<file path="src/rtl/spawn_queue_pkg.sv">
`default_nettype none
// +----------------------------------------------------------------------+
// | spawn_queue_pkg : shared state encoding and ring-pointer helpers     |
// | Revision: 1.0                                                        |
// +----------------------------------------------------------------------+
package spawn_queue_pkg;

  typedef enum logic [2:0] {
    WAITING = 3'd0,
    RUNNING = 3'd1,
    SPAWN   = 3'd2,
    SETTLE  = 3'd3,
    RETIRE  = 3'd4,
    CLEAR   = 3'd5,
    CRASHED = 3'd6
  } state_t;

  localparam int TYPE_NONE = 0;

  // Ring pointers are at most 4 bits wide because the slot count stays below 16.
  function automatic logic [3:0] incr_mod(input logic [3:0] v, input logic [3:0] n);
    return (v == n - 4'd1) ? 4'd0 : v + 4'd1;
  endfunction

  function automatic logic [3:0] decr_mod(input logic [3:0] v, input logic [3:0] n);
    return (v == 4'd0) ? n - 4'd1 : v - 4'd1;
  endfunction

endpackage
`default_nettype wire

</file>
<file path="src/rtl/spawn_queue_if.sv">
`default_nettype none
// +----------------------------------------------------------------------+
// | spawn_queue_if : control inputs, slot status and queue outputs       |
// | Revision: 1.0                                                        |
// +----------------------------------------------------------------------+
interface spawn_queue_if #(
  parameter int NUM_SLOTS = 7,
  parameter int NUM_TYPES = 3,
  parameter int TYPE_W    = $clog2(NUM_TYPES + 1)
);
  localparam int IDX_W = $clog2(NUM_SLOTS);
  localparam int CNT_W = $clog2(NUM_SLOTS + 1);

  logic                               start;
  logic                               crash;
  logic                               update;
  logic                               spawn_en;
  logic [10:0]                        rng;
  logic [NUM_TYPES-1:0]               type_allowed;
  logic [NUM_SLOTS-1:0]               slot_visible;
  logic [NUM_SLOTS-1:0]               slot_remove;
  logic [NUM_SLOTS-1:0][10:0]         slot_x_pos;
  logic [NUM_SLOTS-1:0][9:0]          slot_width;
  logic [NUM_SLOTS-1:0][10:0]         slot_gap;

  logic [NUM_SLOTS-1:0]               slot_start;
  logic [NUM_SLOTS-1:0][TYPE_W-1:0]   slot_type;
  logic                               slot_update;
  logic [IDX_W-1:0]                   front_idx;
  logic                               lead_valid;
  logic [CNT_W-1:0]                   count;
  logic                               frame_done;
  logic                               overrun;

  modport master (
    output start, crash, update, spawn_en, rng, type_allowed,
           slot_visible, slot_remove, slot_x_pos, slot_width, slot_gap,
    input  slot_start, slot_type, slot_update, front_idx, lead_valid,
           count, frame_done, overrun
  );

  modport slave (
    input  start, crash, update, spawn_en, rng, type_allowed,
           slot_visible, slot_remove, slot_x_pos, slot_width, slot_gap,
    output slot_start, slot_type, slot_update, front_idx, lead_valid,
           count, frame_done, overrun
  );

endinterface
`default_nettype wire

</file>
<file path="src/rtl/spawn_queue_picker.sv">
`default_nettype none
// +----------------------------------------------------------------------+
// | spawn_type_picker : rotates through types from an rng offset and     |
// | returns the first allowed, non-duplicating one (or NONE)             |
// | Revision: 1.0                                                        |
// +----------------------------------------------------------------------+
module spawn_type_picker
  import spawn_queue_pkg::*;
#(
  parameter int NUM_TYPES = 3,
  parameter int TYPE_W    = $clog2(NUM_TYPES + 1),
  parameter int MAX_DUP   = 2,
  parameter int DUP_W     = (MAX_DUP == 0) ? 1 : MAX_DUP,
  parameter int CNT_W     = 3
) (
  input  logic [10:0]                   rng,
  input  logic [NUM_TYPES-1:0]          type_allowed,
  input  logic [DUP_W-1:0][TYPE_W-1:0]  recent_types,
  input  logic [CNT_W-1:0]              recent_cnt,
  output logic [TYPE_W-1:0]             pick_type
);
  localparam int RW = TYPE_W + 1;

  logic [RW-1:0]        acc;
  logic [RW-1:0]        cand;
  logic [TYPE_W-1:0]    t;
  logic [NUM_TYPES-1:0] allow_vec;
  logic                 dup;
  logic                 found;

  always_comb begin
    acc       = '0;
    cand      = '0;
    t         = '0;
    allow_vec = '0;
    dup       = 1'b0;
    found     = 1'b0;
    pick_type = TYPE_W'(TYPE_NONE);

    // Bit-serial remainder: the residue stays below NUM_TYPES, so one
    // conditional subtract per rng bit is enough.
    for (int b = 10; b >= 0; b--) begin
      acc = {acc[TYPE_W-1:0], rng[b]};
      if (acc >= RW'(NUM_TYPES)) acc = acc - RW'(NUM_TYPES);
    end

    for (int i = 0; i < NUM_TYPES; i++) begin
      cand = acc + RW'(i);
      if (cand >= RW'(NUM_TYPES)) cand = cand - RW'(NUM_TYPES);
      t         = TYPE_W'(cand + RW'(1));
      allow_vec = type_allowed >> cand;
      dup       = (MAX_DUP != 0) && (int'(recent_cnt) >= MAX_DUP);
      for (int k = 0; k < DUP_W; k++) begin
        if (recent_types[k] != t) dup = 1'b0;
      end
      if (!found && allow_vec[0] && !dup) begin
        pick_type = t;
        found     = 1'b1;
      end
    end
  end

endmodule
`default_nettype wire

</file>
<file path="src/rtl/spawn_queue.sv">
`default_nettype none
// +----------------------------------------------------------------------+
// | spawn_queue : per-frame ring scheduler for scrolling entity slots    |
// | Revision: 1.0                                                        |
// +----------------------------------------------------------------------+
module spawn_queue
  import spawn_queue_pkg::*;
#(
  parameter int NUM_SLOTS     = 7,
  parameter int NUM_TYPES     = 3,
  parameter int TYPE_W        = $clog2(NUM_TYPES + 1),
  parameter int MAX_DUP       = 2,
  parameter int GAME_WIDTH    = 640,
  parameter int RNG_GATE      = 0,
  parameter int SETTLE_CYCLES = 1
) (
  input  logic          clk,
  input  logic          rst,
  spawn_queue_if.slave  bus
);
  localparam int IDX_W = $clog2(NUM_SLOTS);
  localparam int CNT_W = $clog2(NUM_SLOTS + 1);
  localparam int DUP_W = (MAX_DUP == 0) ? 1 : MAX_DUP;

  state_t                           state_q, state_d;
  logic [IDX_W-1:0]                 front_q, front_d;
  logic [IDX_W-1:0]                 back_q, back_d;
  logic [CNT_W-1:0]                 count_q, count_d;
  logic [NUM_SLOTS-1:0]             slot_start_q, slot_start_d;
  logic [NUM_SLOTS-1:0][TYPE_W-1:0] slot_type_q, slot_type_d;
  logic                             slot_update_q, slot_update_d;
  logic                             frame_done_q, frame_done_d;
  logic                             overrun_q, overrun_d;
  logic                             lead_valid_q, lead_valid_d;
  logic [2:0]                       settle_q, settle_d;

  logic [IDX_W-1:0]                 last_idx;
  logic [3:0]                       ptr;
  logic [DUP_W-1:0][TYPE_W-1:0]     recent_types;
  logic [TYPE_W-1:0]                pick_type;
  logic [12:0]                      gap_sum;
  logic                             gap_ok;
  logic                             spawn_ok;
  logic                             pop_ok;

  assign last_idx = IDX_W'(decr_mod(4'(back_q), 4'(NUM_SLOTS)));

  // Walk backwards from the newest entry to collect the duplication window.
  always_comb begin
    ptr          = 4'(back_q);
    recent_types = '0;
    for (int k = 0; k < DUP_W; k++) begin
      ptr             = decr_mod(ptr, 4'(NUM_SLOTS));
      recent_types[k] = slot_type_q[ptr[IDX_W-1:0]];
    end
  end

  spawn_type_picker #(
    .NUM_TYPES (NUM_TYPES),
    .TYPE_W    (TYPE_W),
    .MAX_DUP   (MAX_DUP),
    .DUP_W     (DUP_W),
    .CNT_W     (CNT_W)
  ) u_picker (
    .rng          (bus.rng),
    .type_allowed (bus.type_allowed),
    .recent_types (recent_types),
    .recent_cnt   (count_q),
    .pick_type    (pick_type)
  );

  assign gap_sum = {{2{bus.slot_x_pos[last_idx][10]}}, bus.slot_x_pos[last_idx]}
                 + {3'b000, bus.slot_width[last_idx]}
                 + {2'b00, bus.slot_gap[last_idx]};

  assign gap_ok   = (count_q == '0) ||
                    (bus.slot_visible[last_idx] && ($signed(gap_sum) < $signed(13'(GAME_WIDTH))));
  assign spawn_ok = bus.spawn_en && (count_q != CNT_W'(NUM_SLOTS)) &&
                    ((RNG_GATE == 0) || bus.rng[0]) && gap_ok &&
                    (pick_type != TYPE_W'(TYPE_NONE));
  assign pop_ok   = (count_q != '0) && bus.slot_remove[front_q];

  always_ff @(posedge clk) begin
    if (rst) begin
      state_q       <= WAITING;
      front_q       <= '0;
      back_q        <= '0;
      count_q       <= '0;
      slot_start_q  <= '0;
      slot_type_q   <= '0;
      slot_update_q <= 1'b0;
      frame_done_q  <= 1'b0;
      overrun_q     <= 1'b0;
      lead_valid_q  <= 1'b0;
      settle_q      <= '0;
    end else begin
      state_q       <= state_d;
      front_q       <= front_d;
      back_q        <= back_d;
      count_q       <= count_d;
      slot_start_q  <= slot_start_d;
      slot_type_q   <= slot_type_d;
      slot_update_q <= slot_update_d;
      frame_done_q  <= frame_done_d;
      overrun_q     <= overrun_d;
      lead_valid_q  <= lead_valid_d;
      settle_q      <= settle_d;
    end
  end

  always_comb begin
    state_d = state_q;
    case (state_q)
      WAITING: if (bus.start) state_d = RUNNING;
      RUNNING: begin
        if (bus.crash)       state_d = CRASHED;
        else if (bus.update) state_d = SPAWN;
      end
      SPAWN:   state_d = bus.crash ? CRASHED : SETTLE;
      SETTLE: begin
        if (bus.crash)                               state_d = CRASHED;
        else if (settle_q == 3'(SETTLE_CYCLES - 1))  state_d = RETIRE;
      end
      RETIRE: begin
        if (bus.crash)   state_d = CRASHED;
        else if (!pop_ok) state_d = RUNNING;
      end
      CLEAR:   state_d = RUNNING;
      CRASHED: if (bus.start) state_d = CLEAR;
      default: state_d = WAITING;
    endcase
  end

  always_comb begin
    front_d       = front_q;
    back_d        = back_q;
    count_d       = count_q;
    slot_start_d  = slot_start_q;
    slot_type_d   = slot_type_q;
    slot_update_d = 1'b0;
    frame_done_d  = 1'b0;
    overrun_d     = overrun_q;
    settle_d      = '0;

    if ((state_q inside {SPAWN, SETTLE, RETIRE, CLEAR}) && bus.update) overrun_d = 1'b1;

    case (state_q)
      SPAWN: begin
        if (!bus.crash) begin
          slot_update_d = 1'b1;
          if (spawn_ok) begin
            slot_start_d[back_q] = 1'b1;
            slot_type_d[back_q]  = pick_type;
            back_d               = IDX_W'(incr_mod(4'(back_q), 4'(NUM_SLOTS)));
            count_d              = count_q + CNT_W'(1);
          end
        end
      end
      SETTLE: begin
        if (!bus.crash && (settle_q != 3'(SETTLE_CYCLES - 1))) settle_d = settle_q + 3'd1;
      end
      RETIRE: begin
        if (!bus.crash) begin
          if (pop_ok) begin
            slot_start_d[front_q] = 1'b0;
            front_d               = IDX_W'(incr_mod(4'(front_q), 4'(NUM_SLOTS)));
            count_d               = count_q - CNT_W'(1);
          end else begin
            frame_done_d = 1'b1;
          end
        end
      end
      CLEAR: begin
        front_d      = '0;
        back_d       = '0;
        count_d      = '0;
        slot_start_d = '0;
        slot_type_d  = '0;
      end
      default: ;
    endcase

    lead_valid_d = (count_d != '0);
  end

  assign bus.slot_start  = slot_start_q;
  assign bus.slot_type   = slot_type_q;
  assign bus.slot_update = slot_update_q;
  assign bus.front_idx   = front_q;
  assign bus.lead_valid  = lead_valid_q;
  assign bus.count       = count_q;
  assign bus.frame_done  = frame_done_q;
  assign bus.overrun     = overrun_q;

endmodule
`default_nettype wire

</file>
<file path="src/flat_wrapper.sv">
// flat-port wrapper written by rule: the top's interface ports become plain ports
module spawn_queue_flat import spawn_queue_pkg::*;
#(
  parameter int NUM_SLOTS     = 7,
  parameter int NUM_TYPES     = 3,
  parameter int TYPE_W        = $clog2(NUM_TYPES + 1),
  parameter int MAX_DUP       = 2,
  parameter int GAME_WIDTH    = 640,
  parameter int RNG_GATE      = 0,
  parameter int SETTLE_CYCLES = 1
)
  (clk, rst, bus_start, bus_crash, bus_update, bus_spawn_en, bus_rng, bus_type_allowed, bus_slot_visible, bus_slot_remove, bus_slot_x_pos, bus_slot_width, bus_slot_gap, bus_slot_start, bus_slot_type, bus_slot_update, bus_front_idx, bus_lead_valid, bus_count, bus_frame_done, bus_overrun);
  spawn_queue_if #(.NUM_SLOTS(NUM_SLOTS), .NUM_TYPES(NUM_TYPES), .TYPE_W(TYPE_W)) bus_i ();
  input  logic clk;
  input  logic rst;
  input wire logic [$bits(bus_i.start)-1:0] bus_start;
  input wire logic [$bits(bus_i.crash)-1:0] bus_crash;
  input wire logic [$bits(bus_i.update)-1:0] bus_update;
  input wire logic [$bits(bus_i.spawn_en)-1:0] bus_spawn_en;
  input wire logic [$bits(bus_i.rng)-1:0] bus_rng;
  input wire logic [$bits(bus_i.type_allowed)-1:0] bus_type_allowed;
  input wire logic [$bits(bus_i.slot_visible)-1:0] bus_slot_visible;
  input wire logic [$bits(bus_i.slot_remove)-1:0] bus_slot_remove;
  input wire logic [$bits(bus_i.slot_x_pos)-1:0] bus_slot_x_pos;
  input wire logic [$bits(bus_i.slot_width)-1:0] bus_slot_width;
  input wire logic [$bits(bus_i.slot_gap)-1:0] bus_slot_gap;
  output wire logic [$bits(bus_i.slot_start)-1:0] bus_slot_start;
  output wire logic [$bits(bus_i.slot_type)-1:0] bus_slot_type;
  output wire logic [$bits(bus_i.slot_update)-1:0] bus_slot_update;
  output wire logic [$bits(bus_i.front_idx)-1:0] bus_front_idx;
  output wire logic [$bits(bus_i.lead_valid)-1:0] bus_lead_valid;
  output wire logic [$bits(bus_i.count)-1:0] bus_count;
  output wire logic [$bits(bus_i.frame_done)-1:0] bus_frame_done;
  output wire logic [$bits(bus_i.overrun)-1:0] bus_overrun;
  assign bus_i.start = bus_start;
  assign bus_i.crash = bus_crash;
  assign bus_i.update = bus_update;
  assign bus_i.spawn_en = bus_spawn_en;
  assign bus_i.rng = bus_rng;
  assign bus_i.type_allowed = bus_type_allowed;
  assign bus_i.slot_visible = bus_slot_visible;
  assign bus_i.slot_remove = bus_slot_remove;
  assign bus_i.slot_x_pos = bus_slot_x_pos;
  assign bus_i.slot_width = bus_slot_width;
  assign bus_i.slot_gap = bus_slot_gap;
  assign bus_slot_start = bus_i.slot_start;
  assign bus_slot_type = bus_i.slot_type;
  assign bus_slot_update = bus_i.slot_update;
  assign bus_front_idx = bus_i.front_idx;
  assign bus_lead_valid = bus_i.lead_valid;
  assign bus_count = bus_i.count;
  assign bus_frame_done = bus_i.frame_done;
  assign bus_overrun = bus_i.overrun;
  spawn_queue #(.NUM_SLOTS(NUM_SLOTS), .NUM_TYPES(NUM_TYPES), .TYPE_W(TYPE_W), .MAX_DUP(MAX_DUP), .GAME_WIDTH(GAME_WIDTH), .RNG_GATE(RNG_GATE), .SETTLE_CYCLES(SETTLE_CYCLES)) u_core (.clk(clk), .rst(rst), .bus(bus_i));
endmodule
</file>
<file path="config.mk">
export PLATFORM = sky130hd
export DESIGN_NAME = spawn_queue_flat
export DESIGN_NICKNAME = d
export VERILOG_FILES = /design/src/rtl/spawn_queue_pkg.sv /design/src/rtl/spawn_queue_if.sv /design/src/rtl/spawn_queue_picker.sv /design/src/rtl/spawn_queue.sv /design/src/flat_wrapper.sv
export SDC_FILE = /design/constraint.sdc
export NUM_CORES = 1
export LEC_CHECK = 0
export CAP_MARGIN = 20
export CORE_ASPECT_RATIO = 1.1
export CORE_MARGIN = 1
export CORE_UTILIZATION = 40
export DETAILED_ROUTE_END_ITERATION = 7
export GPL_TIMING_DRIVEN = 0
export PLACE_DENSITY = 0.8
export SLEW_MARGIN = 20
export SYNTH_ARGS = -nofsm -noshare
export SYNTH_HDL_FRONTEND = slang
export SYNTH_SLANG_ARGS = --single-unit
</file>
<file path="constraint.sdc">
create_clock -name clk -period 16 [get_ports clk]
set_clock_uncertainty 0.1 [all_clocks]
set_input_delay 4.8 -clock clk [delete_from_list [all_inputs] [get_ports clk]]
set_output_delay 4.8 -clock clk [all_outputs]
set_load 0.01 [all_outputs]
</file>
==> results of run 1 <==
==> worst max-delay path, delay by kind of cell <==
kind	cells	cell delay, ns
buffers and inverters	10	1.50
adder cells (fa/ha/maj)	12	2.35
AO/OA/AOI/OAI	16	2.78
XOR/XNOR	1	0.07
AND/OR/NAND/NOR	20	3.07
multiplexers	4	1.12
==> repair_timing <==
item                       in CTS  in global routing
gates resized for setup        32                 40
setup buffers                  23                 18
setup endpoints to repair      28                 28
pin swaps                       9                 23
hold endpoints to repair        0                  0
gates cloned                    0                  1
==> metrics by stage <==
stage / hold WS (ns) / area, sq um
floorplan: 0.317 / 6490
global placement: 0.331 / 9630
detailed placement: 0.344 / 9630
CTS: 0.352 / 10100
global route: 0.369 / 10400
finish: 0.349 / 10400
==> cells by family after synthesis <==
logic type	after synthesis	synth area share, %
xor gates and xnor gates	19	2.57
and+or+nand+nor	288	21.3
buffers and inverters	111	6.99
adders and majority gates	52	10.2
muxes	39	7.11
DFF	40	12.4
AOI/OAI and AO/OA	359	39.5
==> state kept, by name, indices dropped and copies added (netlist names), 3 cells and up <==
register and flops:
u_core.bus.count 3, u_core.settle_q 3, u_core.bus.front_idx 3, u_core.back_q 3, u_core.state_q 3, u_core.bus.slot_type 14, u_core.bus.slot_start 7
==> power groups by stage <==
stage,Clock [uW],Combinational [uW],Sequential (uW)
3_3_place_gp,0,774,114
4_1_cts,117,870,113
3_5_place_dp,0,786,115
2_1_floorplan,0,573,115
6_report,118,962,113
5_1_grt,122,1040,114
==> layer usage <==
metal / global-route usage [%] / part of all wire [%] / up-vias
li1: - / - / 4139
met1: 40.2 / 37 / 4135
met2: 59.3 / 50 / 503
met3: 5.22 / 8.7 / 105
met4: 14.6 / 4.9 / 2
met5: 0 / 0.056 / -
==> area by class of cell <==
type	count	area (sq um)
antenna	1	2.50
buffer	64	298
clock buffer	5	125
clock inverter	3	46.3
fill	1334	5300
inverter	46	175
multi-input combinational	757	5530
sequential	40	801
tap	200	250
timing repair buffer	330	3210
==> layout by cell type (no fill, tap or decap), types with 12 or more instances in the layout <==
| cell type | instances |
|---|---|
| clkdlybuf4s50_1 | 287 |
| nand2_1 | 107 |
| a21oi_1 | 91 |
| nor2_1 | 60 |
| o221ai_1 | 46 |
| clkbuf_1 | 44 |
| inv_1 | 43 |
| buf_4 | 43 |
| o21ai_0 | 42 |
| dfxtp_1 | 40 |
| ha_1 | 38 |
| a31oi_1 | 34 |
| a221oi_1 | 28 |
| a211oi_1 | 28 |
| nand3_1 | 19 |
| mux2i_1 | 18 |
| nor3_1 | 16 |
| or3_1 | 15 |
| xnor2_1 | 12 |
==> worst min path at each step <==
| stage | end | slack [ns] | cells past startpoint |
|---|---|---|---|
| after floorplan | u_core.settle_q[0]$_SDFF_PP0_ | 0.32 | 1 |
| after global placement | u_core.settle_q[0]$_SDFF_PP0_ | 0.33 | 1 |
| after detailed placement | u_core.settle_q[0]$_SDFF_PP0_ | 0.34 | 1 |
| after CTS | u_core.settle_q[0]$_SDFF_PP0_ | 0.35 | 1 |
| after global routing | u_core.settle_q[0]$_SDFF_PP0_ | 0.37 | 1 |
| final | u_core.settle_q[0]$_SDFF_PP0_ | 0.35 | 1 |
==> results.yml, run 1 <==
status:
  status: "completed"
logic_synthesis:
  synth_ff_type: "dfxtp_1"
  yosys.area.top_type: "dfxtp_1"
  synth_commonest_cells: "nand2_1, a21oi_1, nor2_1"
  synthArstFlopShare_pct: 0
  ys_seq_elements: 40
  synth_nets: 1218
  synth.area.top_cells: "dfxtp_1, ha_1, a21oi_1"
  syn_inst: 908
  post-synth-top-count-cell: "nand2_1"
  synth_edf_count: 0
  yosys_warnings: 0
  netlist_area_sq_um: 6480
  yosys.area.top_type_share_pct: 12.4
  ys_types: 88
  seq_area_frac_synth_pct: 12.4
  avgSynthCellArea_sq_um: 7.13
setup_path:
  r2r_start: "u_core.back_q[0]$_SDFFE_PP0P_"
  crit_end: "u_core.bus.slot_type[8]$_SDFFE_PP0P_"
  crit_start: "bus_rng[10]"
  rrSetupSlack_ns: 6.76
  cpPeakStageDelay_ns: 0.47
  r2r_end: "u_core.bus.slot_type[8]$_SDFFE_PP0P_"
  worst-setup-path-type: "input port to flip-flop"
  path_max_fanout: 11
  reg2reg_depth: 32
  cp-start-kind: "input port"
  endpoint_kind: "flip-flop"
  slowest_stage: "clkdlybuf4s50_1"
  arrival_ns: 15.74
  worstPathRequired_ns: 16.13
sta:
  slew_viol_final: 0
  fin_crit_sh_pct: 97.6
  fmax_mhz: 64.0
  final.min_clock_period_ns: 15.62
  fin_ws_ns: 0.382
  hold_viol: 0
  finalSetupViolations: 0
  worst_slew_pin_slew_ns: 0.820
  setup_tns_ns: 0
  slew_headroom_pct: 45.3
hold_path:
  hp-start: "u_core.settle_q[0]$_SDFF_PP0_"
  min_path_type: "flip-flop to flip-flop"
drt:
  dr.pass1.iters: 7
  antenna_left: 0
  wirelength_mm: 30.1
  viasPerCell: 6.14
  vias: 8884
  drtIter0Drc: 886
  wl_per_cell_microns: 20.8
  drc: 0
global_route:
  grt_pass1_wl_mm: 43.3
  grt_pass1_vias: 8275
  antenna_found_initial: 2
  grt_max_degree: 15
  grt-ovfl-total: 0
  grt_usage_pct: 33.8
floorplanning:
  die_h_microns: 135
  ioPinCount: 289
  row_count: 48
  die_area_sq_um: 16700
  core_area_sq_um: 15700
  die_x_microns: 123
  initial_utilization_pct: 41.2
clock_network:
  numCtsBuffers: 5
  cts_max_level: 2
  cts_tree: "done"
  clkTransAtPathRegs_ns: 0.06
  clockBufferDepth: 2
  clk_latency_ns: 0.28
  hold_buffers: 0
  clkSinkCount: 40
  cts-root-buf: "clkbuf_16"
layout:
  fin_nets: 1554
  final_cell_count_no_fill: 1446
  postLayoutCoreUtil_pct: 66.3
  area_delta_synth_final_pct: 61.2
  drive_above_1_share_pct: 11.4
flow_run:
  drv_cap: 0
placement:
  hpwl_mm: 23.6
  place_congestion: 1.01
  port_buffers: 288
  preCtsSetupSlack_ns: -2.03
  place_inst: 1396
power:
  p_clk_share_pct: 9.9
  p_leak_uw: 0.00393
  p_sw_share_pct: 45.9
  seqPwrFrac_pct: 9.5
  vdd_ir_drop_max_mv: 0.0668
  pwr_density_cell_nw_per_um2: 114
  share_comb_of_total_power_pct: 80.6
  switching_power_uw: 547
  power_uw: 1190
  internal-power_uw: 646
Power figures use the tool's default switching activity.
==> inputs of run 2 (changes only) <==
CELL_PAD_IN_SITES_DETAIL_PLACEMENT = 0   (was unset)
CELL_PAD_IN_SITES_GLOBAL_PLACEMENT = 2   (was unset)
CORE_UTILIZATION = 20   (was 40)
PLACE_DENSITY = unset   (was 0.8)
PLACE_DENSITY_LB_ADDON = 0.1   (was unset)
==> run 2 against run 1 <==
Against the previous run: core utilization fell by 32 points; clock-buffer cell count is the same; via count down 7.1%; largest cell class unchanged.
==> results.yml, run 2 (same netlist as run 1, synthesis figures left out) <==
floorplanning:
  initial_utilization_pct: 20.5
  die_x_microns: 174
  die_h_microns: 191
  core_area_sq_um: 31700
  ioPinCount: 289
  die_area_sq_um: 33100
  row_count: 68
setup_path:
  arrival_ns: 15.55
  cpPeakStageDelay_ns: 0.47
  worst-setup-path-type: "input port to flip-flop"
  slowest_stage: "clkdlybuf4s50_1"
  endpoint_kind: "flip-flop"
  reg2reg_depth: 33
  path_delay_family: "compound AO/OA/AOI/OAI gates"
  r2r_start: "u_core.back_q[0]$_SDFFE_PP0P_"
  r2r_end: "u_core.bus.slot_type[12]$_SDFFE_PP0P_"
  path_max_fanout: 11
  worstPathRequired_ns: 16.07
  rrSetupSlack_ns: 6.15
  path_depth: 60
  cp-start-kind: "input port"
  cpMostUsedCell: "ha_4"
  critPathBufInv: 9
drt:
  top_layer: "met5"
  antenna_left: 0
  wl_met2_mm: 18.4
  viasPerCell: 4.94
  drc: 0
  wl_per_cell_microns: 20.4
  dr.pass1.iters: 4
  vias: 8250
  m1WireLength_mm: 13.8
  drtIter0Drc: 415
  wl_met3_mm: 1.59
  wirelength_mm: 34.0
sta:
  slew_headroom_pct: 40.0
  final.min_clock_period_ns: 15.47
  worst_slew_pin_slew_ns: 0.878
  fin_crit_sh_pct: 96.7
  fmax_mhz: 64.6
  finalSetupViolations: 0
  hold_viol: 0
  slew_viol_final: 0
placement:
  port_buffers: 288
  place_congestion: 0.815
  place_area_sq_um: 9900
  place_inst: 1616
  hpwl_mm: 28.1
clock_network:
  cts-root-buf: "clkbuf_16"
  clkSinkCount: 40
  cts_max_level: 2
  clockBufferDepth: 2
  clk_latency_ns: 0.28
  numCtsBuffers: 5
  cts_tree: "done"
  hold_buffers: 0
  clkTransAtPathRegs_ns: 0.06
flow_run:
  drv_cap: 0
power:
  vdd_ir_drop_max_mv: 0.0647
  p_leak_uw: 0.00396
  pwr_density_cell_nw_per_um2: 111
global_route:
  grt_pass1_vias: 8489
  grt_pass1_wl_mm: 50.4
  antenna_found_initial: 1
  grt-ovfl-total: 0
  grt_usage_pct: 19.7
  grt_max_degree: 15
layout:
  largest_register_ffs: 14
  final_cell_count_no_fill: 1669
  layout_common_cells: "clkdlybuf4s50_1, nand2_1, a21oi_1"
  area_delta_synth_final_pct: 66.4
  drive_above_1_share_pct: 12.3
  design_area_sq_um: 10800
  insertedDiodeCount: 0
  fill_cells: 3469
  final_common_cell: "clkdlybuf4s50_1"
  fin_nets: 1558
hold_path:
  worstHoldPathCells: 1
  min_path_type: "flip-flop to flip-flop"
  hp-start: "u_core.settle_q[0]$_SDFF_PP0_"
  hold_end: "u_core.settle_q[0]$_SDFF_PP0_"
status:
  status: "completed"
[run 2: cell types whose count changed in the layout (fill, tap and decap cells not counted), moves of 2 or more]
cell / change
buf_8: -2
nor3_2: +2
nand3_1: -3
nor3_1: -2
a21oi_2: +2
nand3_2: +3
o21ai_2: +2
buf_4: +4
[run 2: how the worst max path moves through the flow]
stage	from	to	slack, ns
final	bus_rng[10]	u_core.bus.slot_type[12]$_SDFFE_PP0P_	0.53
after global routing	bus_rng[10]	u_core.bus.slot_type[10]$_SDFFE_PP0P_	-0.04
after CTS	bus_rng[10]	u_core.bus.slot_type[10]$_SDFFE_PP0P_	0.004
after detailed placement	bus_rng[10]	u_core.bus.slot_type[10]$_SDFFE_PP0P_	-2.25
after global placement	bus_rng[10]	u_core.bus.lead_valid$_SDFF_PP0_	-2.38
after floorplan	bus_rng[10]	u_core.bus.slot_type[10]$_SDFFE_PP0P_	0.01
[run 2: metal layers]
layer	vias to the layer above	track usage (%)
met1	3882	22.6
met2	204	38.9
met3	12	3.37
met4	2	1.55
li1	4150	-
met5	-	0
[run 2: area by class of cell]
class / instances / area [sq um] / area share, %
Clock inverter: 3 / 46.3 / 0.429
Timing Repair Buffer: 335 / 3250 / 30.2
Buffer: 63 / 292 / 2.70
Clock buffer: 5 / 125 / 1.16
Inverter: 46 / 175 / 1.62
Multi-Input combinational cell: 757 / 5560 / 51.6
Sequential cell: 40 / 801 / 7.43
Tap cell: 420 / 526 / 4.87
[run 2: power by group]
part | leakage [uW] | switching, uW | internal (uW) | total, uW
logic | 0.00356 | 500 | 470 | 970
registers | 0.000323 | 5.28 | 107 | 112
clock network | 0.0000804 | 43.9 | 74.2 | 118
total | 0.00396 | 549 | 652 | 1200
[run 2: stage by stage]
step                hold slack [ns]  util, %  total power, uW  setup slack (ns)  setup TNS [ns]
floorplan                     0.317        -              688            0.0146               0
finish                        0.353     34.1             1200             0.528               0
detailed placement            0.340     31.3              933             -2.25          -59.44
CTS                           0.355     33.0             1160           0.00394               0
global route                  0.392     34.1             1310           -0.0419          -0.223
global placement              0.332     31.3              935             -2.38          -63.41
[run 2: timing repair]
item / in CTS / in global routing
gates cloned: 0 / 1
pin swaps: 15 / 21
resized for setup: 41 / 41
setup endpoints to repair: 28 / 28
setup buffers: 28 / 18
